## src/rtl/tiny_dnn_seq.sv

```systemverilog
// tiny_dnn_seq: command sequencer between the host stream fabric and the
// tiny_dnn accelerator host port.
//
// Accepts LOAD (stream weights into every core) and RUN (clear accumulators,
// stream one input vector, read back one fp32 dot product per core) commands
// and turns them into the cycle-exact write/init/exec/a/d port protocol.
//
// Ports:
//   clk, rst_n                      clock, synchronous active-low reset
//   cmd_valid/cmd_ready             command handshake
//   cmd_op, cmd_len                 0 = LOAD, 1 = RUN; vector length N per core
//   in_valid/in_ready, in_data      fp32 weight or input words
//   res_valid/res_ready             result handshake
//   res_data, res_idx, res_last     result word, core index, last-core flag
//   busy, done                      not idle; one-cycle completion pulse
//   dnn_write/init/exec, dnn_a/d    registered drive to the accelerator
//   dnn_x                           accelerator result (registered on its side)
//
// state   | meaning
// --------+------------------------------------------------------------
// S_IDLE  | waiting for a command, cmd_ready=1
// S_LOAD  | accepting weights core-major, one dnn_write per word
// S_INIT  | issue one dnn_init to clear the accumulators
// S_EXEC  | accepting input words, one dnn_exec per word
// S_DRAIN | no controls, lets the last multiply-accumulate complete
// S_RD_A  | dnn_a = k on the port so the accelerator registers x[k]
// S_RD_W  | present x[k] on the result stream until accepted
// S_DONE  | one-cycle done pulse
module tiny_dnn_seq #(
  parameter int F_NUM  = 16,
  parameter int F_SIZE = 512
) (
  input  logic        clk,
  input  logic        rst_n,
  input  logic        cmd_valid,
  output logic        cmd_ready,
  input  logic        cmd_op,
  input  logic [9:0]  cmd_len,
  input  logic        in_valid,
  output logic        in_ready,
  input  logic [31:0] in_data,
  output logic        res_valid,
  input  logic        res_ready,
  output logic [31:0] res_data,
  output logic [3:0]  res_idx,
  output logic        res_last,
  output logic        busy,
  output logic        done,
  output logic        dnn_write,
  output logic        dnn_init,
  output logic        dnn_exec,
  output logic [12:0] dnn_a,
  output logic [31:0] dnn_d,
  input  logic [31:0] dnn_x
);

  typedef enum logic [2:0] {
    S_IDLE, S_LOAD, S_INIT, S_EXEC, S_DRAIN, S_RD_A, S_RD_W, S_DONE
  } state_t;

  localparam logic [9:0] MAX_LEN   = 10'(F_SIZE);
  localparam logic [3:0] LAST_CORE = 4'(F_NUM - 1);

  state_t      state_q, state_d;
  logic [9:0]  len_q, len_d;
  logic [9:0]  idx_q, idx_d;
  logic [3:0]  c_q, c_d;
  logic [3:0]  k_q, k_d;
  logic        dnn_write_q, dnn_write_d;
  logic        dnn_init_q, dnn_init_d;
  logic        dnn_exec_q, dnn_exec_d;
  logic [12:0] dnn_a_q, dnn_a_d;
  logic [31:0] dnn_d_q, dnn_d_d;
  logic [9:0]  len_sat;

  assign len_sat = (cmd_len > MAX_LEN) ? MAX_LEN : cmd_len;

  always_ff @(posedge clk) begin
    if (!rst_n) begin
      state_q     <= S_IDLE;
      len_q       <= '0;
      idx_q       <= '0;
      c_q         <= '0;
      k_q         <= '0;
      dnn_write_q <= 1'b0;
      dnn_init_q  <= 1'b0;
      dnn_exec_q  <= 1'b0;
      dnn_a_q     <= '0;
      dnn_d_q     <= '0;
    end else begin
      state_q     <= state_d;
      len_q       <= len_d;
      idx_q       <= idx_d;
      c_q         <= c_d;
      k_q         <= k_d;
      dnn_write_q <= dnn_write_d;
      dnn_init_q  <= dnn_init_d;
      dnn_exec_q  <= dnn_exec_d;
      dnn_a_q     <= dnn_a_d;
      dnn_d_q     <= dnn_d_d;
    end
  end

  always_comb begin
    state_d     = state_q;
    len_d       = len_q;
    idx_d       = idx_q;
    c_d         = c_q;
    k_d         = k_q;
    dnn_write_d = 1'b0;
    dnn_init_d  = 1'b0;
    dnn_exec_d  = 1'b0;
    dnn_a_d     = '0;
    dnn_d_d     = '0;
    cmd_ready   = 1'b0;
    in_ready    = 1'b0;
    res_valid   = 1'b0;
    res_last    = 1'b0;
    done        = 1'b0;

    case (state_q)
      S_IDLE: begin
        cmd_ready = 1'b1;
        if (cmd_valid) begin
          len_d = len_sat;
          idx_d = '0;
          c_d   = '0;
          k_d   = '0;
          if (cmd_op)              state_d = S_INIT;
          else if (len_sat == '0)  state_d = S_DONE;
          else                     state_d = S_LOAD;
        end
      end

      S_LOAD: begin
        in_ready = 1'b1;
        if (in_valid) begin
          dnn_write_d = 1'b1;
          dnn_a_d     = {c_q, idx_q[8:0]};
          dnn_d_d     = in_data;
          if (idx_q == len_q - 10'd1) begin
            idx_d = '0;
            c_d   = c_q + 4'd1;
            if (c_q == LAST_CORE) state_d = S_DONE;
          end else begin
            idx_d = idx_q + 10'd1;
          end
        end
      end

      S_INIT: begin
        dnn_init_d = 1'b1;
        state_d    = (len_q == '0) ? S_DRAIN : S_EXEC;
      end

      S_EXEC: begin
        in_ready = (idx_q < len_q);
        if (in_ready && in_valid) begin
          dnn_exec_d = 1'b1;
          dnn_a_d    = {4'b0, idx_q[8:0]};
          dnn_d_d    = in_data;
          idx_d      = idx_q + 10'd1;
          if (idx_q == len_q - 10'd1) state_d = S_DRAIN;
        end
      end

      // The read address is set up one state early so that it is on the port
      // during RD_A and the accelerator's registered x is valid in RD_W.
      S_DRAIN: begin
        dnn_a_d = {9'b0, k_q};
        state_d = S_RD_A;
      end

      S_RD_A: begin
        dnn_a_d = {9'b0, k_q};
        state_d = S_RD_W;
      end

      S_RD_W: begin
        res_valid = 1'b1;
        res_last  = (k_q == LAST_CORE);
        dnn_a_d   = {9'b0, k_q};
        if (res_ready) begin
          if (k_q == LAST_CORE) begin
            dnn_a_d = '0;
            state_d = S_DONE;
          end else begin
            k_d     = k_q + 4'd1;
            dnn_a_d = {9'b0, k_q + 4'd1};
            state_d = S_RD_A;
          end
        end
      end

      S_DONE: begin
        done    = 1'b1;
        state_d = S_IDLE;
      end

      default: state_d = S_IDLE;
    endcase
  end

  assign busy      = (state_q != S_IDLE);
  assign res_idx   = k_q;
  assign res_data  = res_valid ? dnn_x : 32'd0;
  assign dnn_write = dnn_write_q;
  assign dnn_init  = dnn_init_q;
  assign dnn_exec  = dnn_exec_q;
  assign dnn_a     = dnn_a_q;
  assign dnn_d     = dnn_d_q;

endmodule

```

## config.mk

```make
export PLATFORM = sky130hd
export DESIGN_NAME = tiny_dnn_seq
export DESIGN_NICKNAME = d
export VERILOG_FILES = /design/src/rtl/tiny_dnn_seq.sv
export SDC_FILE = /design/constraint.sdc
export NUM_CORES = 1
export LEC_CHECK = 0
export ABC_AREA = 1
export CORE_UTILIZATION = 32
export CTS_CLUSTER_DIAMETER = 60
export CTS_CLUSTER_SIZE = 16
export DETAILED_ROUTE_END_ITERATION = 6
export DONT_BUFFER_PORTS = 1
export GPL_TIMING_DRIVEN = 0
export SLEW_MARGIN = 20
export SYNTH_ARGS = -nofsm -noshare
export SYNTH_HDL_FRONTEND = slang
export SYNTH_SLANG_ARGS = --single-unit
```

## constraint.sdc

```tcl
create_clock -name clk -period 2.7 [get_ports clk]
set_clock_uncertainty 0.05 [all_clocks]
set_input_delay 0.54 -clock clk [delete_from_list [all_inputs] [get_ports clk]]
set_output_delay 0.54 -clock clk [all_outputs]
set_load 0.005 [all_outputs]
```

# Yosys cells after proc, flatten, opt, wreduce, memory -nomap -nowiden
# Index checks and enable logic that the tools add are counted.
# totals
reg_bits	79
inputBits	80
# classes
addsub	4
n_lt_le_gt_ge	2
eq_ne	18
mux	42
n_reduce_logical	16
# op_table
operator	count
32-bit 2-to-1 mux	3
32-bit case mux with 2 select lines	1
13-bit case mux with 4 select lines	1
10-bit 2-to-1 mux	5
3-bit 2-to-1 mux	10
10-bit case mux with 3 select lines	1
4-bit 2-to-1 mux	7
3-bit case mux with 8 select lines	1
10-bit zero test	2
2-bit inequality test (second input constant)	8
4-bit case mux with 2 select lines	2
13-bit 2-to-1 mux	1
3-bit equality test (second input constant)	4
4-bit AND reduction	3
10-bit by 1-bit adder with 10-bit output (second input constant)	1
10-bit equality test	1
10-bit greater-than comparator (second input constant)	1
10-bit < comparator	1
10-bit by 1-bit subtractor with 10-bit output (second input constant)	1
9-bit 2-to-1 mux	1
4-bit by 1-bit adder with 4-bit output (second input constant)	2
4-bit equality test (second input constant)	2
1-bit 2-to-1 mux	7
7-bit AND reduction	1
other kinds (10)	15

# Logic depth before layout (Yosys ltp)
# depth
depth_word	7
ltp_mapped	15
ltp_nobuf	15

# Worst setup path after synthesis
# Ideal clock, no wire load.
# synth_timing
path_type	register to output
start	register len_q[6]
end	output port in_ready
arrival_ns	1.746
t_required_ns	2.110
slack_ns	0.364
stages_incl_launch_ff	12
path_buffers	2
cell_sequence	dfxtp_1 > clkbuf_2 > inv_1 > ha_1 > nand2_1 > nor2_1 > o211ai_1 > nand3_1 > nor2_1 > nor2_2 > clkbuf_1 > inv_1
# synth_via
elab_chain_len	2
# synth_rtl
element	line_no	source
start, declared	65	logic [9:0] len_q, len_d;
start signal, assigned	92	len_q <= len_d;
10-bit < comparator	157	in_ready = (idx_q < len_q);
1-bit case mux with 2 select lines	121	case (state_q)
end, declared	40	output logic in_ready,
# Every way passes these cells.

# Final worst setup path
# layout_timing
start	register len_q[5]
end	output port in_ready
# Same word-level chain as after synthesis.

==> metrics <==
synth warn=0; die height=about 110 um; fin cells=792; # clock sinks=just under 80; Switch Pwr=around 1.9 mW; Mapped Cells=between 600 and 700; PwrDens=roughly 990 nW/um2; Synth Cell Area=between 4000 and 5000 um2; Synth Register Bits=about 80; Gate power share=approximately two fifths; Routed WL=10.54 mm; cell-internal power=2.671 mW; post-synth cell types=35; Core Footprint=about 12000 um2; worst slew pin tran=between 0.6 and 0.7 ns; Mean Syn Cell Area=6.631 um2; top-area cell type share of the netlist area=roughly two fifths; Hold Fails Final Rpt=0; DR iter-0 viols=approximately 210; Async SR Flop Fraction=0%; initial antenna violation count=0; first-pass GRT wire length=about 16 mm; Avg WL per Cell=13.31 um; GR Overflow Total=0; share of layout cells above drive strength 1=about a tenth; Setup Viol. Count Final=0; Seq/Total Area, Yosys=39.29%; syn nets=701; max-slew violation count=0; Final Cycle Share=95.60%; Hold Startpoint=in_data[23]; Final Critical Period=around 2.6 ns; router iterations before antenna repair=4; crit start category=register; Max Freq=around 0.39 GHz; Layout Area Growth over Synthesis=14.14%; port bufs=0; Worst EP arrival=a little under 2 ns; Initial Utilization=between 30% and 40%; Hold Path Class=in -> reg; Vias/cell=about 4.7; Primary FF master, synth=dfxtp_1; post-detailed-placement half-perimeter wirelength=~8.4 mm; Final Power=4.537 mW; row cnt=40; WHS Endpoint=dnn_d[23]; Clock Latency Late Sink=roughly 0.34 ns; most frequent cells in the layout=153 x nand2_1, 107 x nor2_1, 92 x inv_1; cts bufs inserted=9; leakage=2.091 nW; Switching Fraction=about two fifths; total negative slack=0 ns; Yosys top cell by area=dfxtp_1; Antenna Cells=0; Top Ports=between 150 and 200; Worst Path Class, Setup=reg -> out; RD Place Congestion=0.8790; Clock Path Buffers=2; CP Capture Type=output pin; Die Wd=roughly 110 um; EDFF count, synth=0; Worst R2R End=dnn_d[0]; CTS tree=yes; r2r startpoint=len_q[5]; largest cells by area after synthesis=dfxtp_1 39%, nand2_1 14%, nor2_1 10%, inv_1 8.6%, a21oi_1 4.6%; critical path required time=around 2.1 ns; vias in the first global route=approximately 3300; R2R setup slack=~0.43 ns; routed vias=roughly 3700; commonest non-fill, non-tap cell in the layout=nand2_1; DRC Markers=0; Peak VDD IR=about 0.00038 V; Hold Path Depth=2; Clk Tree Root Cell=clkbuf_16; NumNets Final=a little over 700; clock transition at the registers of the reported paths=0.07 ns; GRT Overall Usage=between 10% and 20%; Clk pwr share=27.8%; hold_ws=about 0.27 ns; largest net degree at the start of global routing=16; status=finished clean; Placed Cells=775; max cap viols=0; number of H-tree levels=3; R2R depth=11; Flop pwr share=between 30% and 40%; Slew headroom=about three fifths; Finished Core Util=a little under two fifths; RSZ-0062 raised after global routing=no; Die Area=between 10000 and 15000 um2; crit path max fanout=10; Post-DRT Antenna Nets=0
[final cells by class]
cell class	instances	area (um2)
inverters	100	375.4
flip-flops and latches	79	1590
clock inverters	6	73.82
plain buffers	19	107.6
fillers	1305	7517
well taps	168	210.2
clock buffers	10	239.0
repair buffers	1	7.507
multi-input cells	409	1991
[power by group through the flow]
stage,clock network (mW),logic [mW],registers (mW)
2_1_floorplan,0,1.38,1.42
3_3_place_gp,0,1.72,1.45
3_5_place_dp,0,1.75,1.46
4_1_cts,1.29,1.80,1.43
5_1_grt,1.33,2.08,1.46
6_report,1.26,1.84,1.44
[state kept, by name (all words and copies together) (netlist names)]
name       flops
c_q            4
dnn_a         13
dnn_d         32
dnn_exec       1
dnn_init       1
dnn_write      1
idx_q         10
len_q         10
res_idx        4
state_q        3
[worst max-delay path, cell delays in order, from the launching register on]
cell and delay, ns:
dfxtp_4 0.37, inv_1 0.08, ha_1 0.32, nand2_1 0.10
nor2_1 0.13, o211ai_1 0.11, nand3_1 0.12, nor2_2 0.06
nor2_4 0.15, buf_8 0.15, inv_1 0.06
[repair_timing]
item	in CTS	in global routing
setup buffers	1	0
gates resized for setup	6	11
hold endpoints to repair	0	0
pin swaps	1	1
endpoints found under the setup margin	1	1
hold buffers	0	0
gates cloned	0	0
[synth_stat cells (2+ instances only)]
master    number
nor3_2         2
nor3_1        10
inv_1         92
nand3_1       26
clkbuf_1       8
dfxtp_1       79
nor2_4         3
nand3_2        2
o21ai_0        8
nand4_1        7
xnor2_1        6
buf_2          3
xor2_1        11
nand2_1      153
nor2_1       108
nor2_2         2
a31oi_1        4
nand2_2        4
inv_2          8
buf_6          2
ha_1          14
o21ai_1        3
a21oi_1       37
clkbuf_2       2
buf_1          3
[cell families (layout without fill, tap and decap cells)]
logic type	count (synthesis)	in the layout	synth area share [%]
AOI/OAI and AO/OA	58	58	7.771
DFF	79	79	39.29
xor gates and xnor gates	17	17	3.699
adders and majority gates	14	14	4.352
and+or+nand+nor	320	320	33.17
buffers and inverters	119	136	11.72
[metrics by stage]
stage	setup WS, ns	area, um2
finish	0.1187	4594
global route	0.0005251	4594
CTS	0.05324	4573
detailed placement	-0.1211	4235
global placement	-0.02123	4235
floorplan	0.3644	4025
[per-layer routing]
layer	up-vias	track usage [%]	share of wire, %
met1	1659	19.60	44
met4	0	6.234	1.4
met2	134	25.90	47
met3	11	5.135	7.3
met5	-	0	0
li1	1883	-	-
[how the worst max path moves through the flow]
stage | from | endpoint | slack [ns] | depth (start not counted)
CTS | len_q[5] | in_ready | 0.05 | 10
global route | len_q[6] | in_ready | 0.0005 | 11
finish | len_q[5] | in_ready | 0.12 | 10
floorplan | len_q[6] | in_ready | 0.36 | 11
global placement | len_q[5] | in_ready | -0.02 | 10
detailed placement | len_q[5] | in_ready | -0.12 | 10
(Power assumes the default switching activity.)
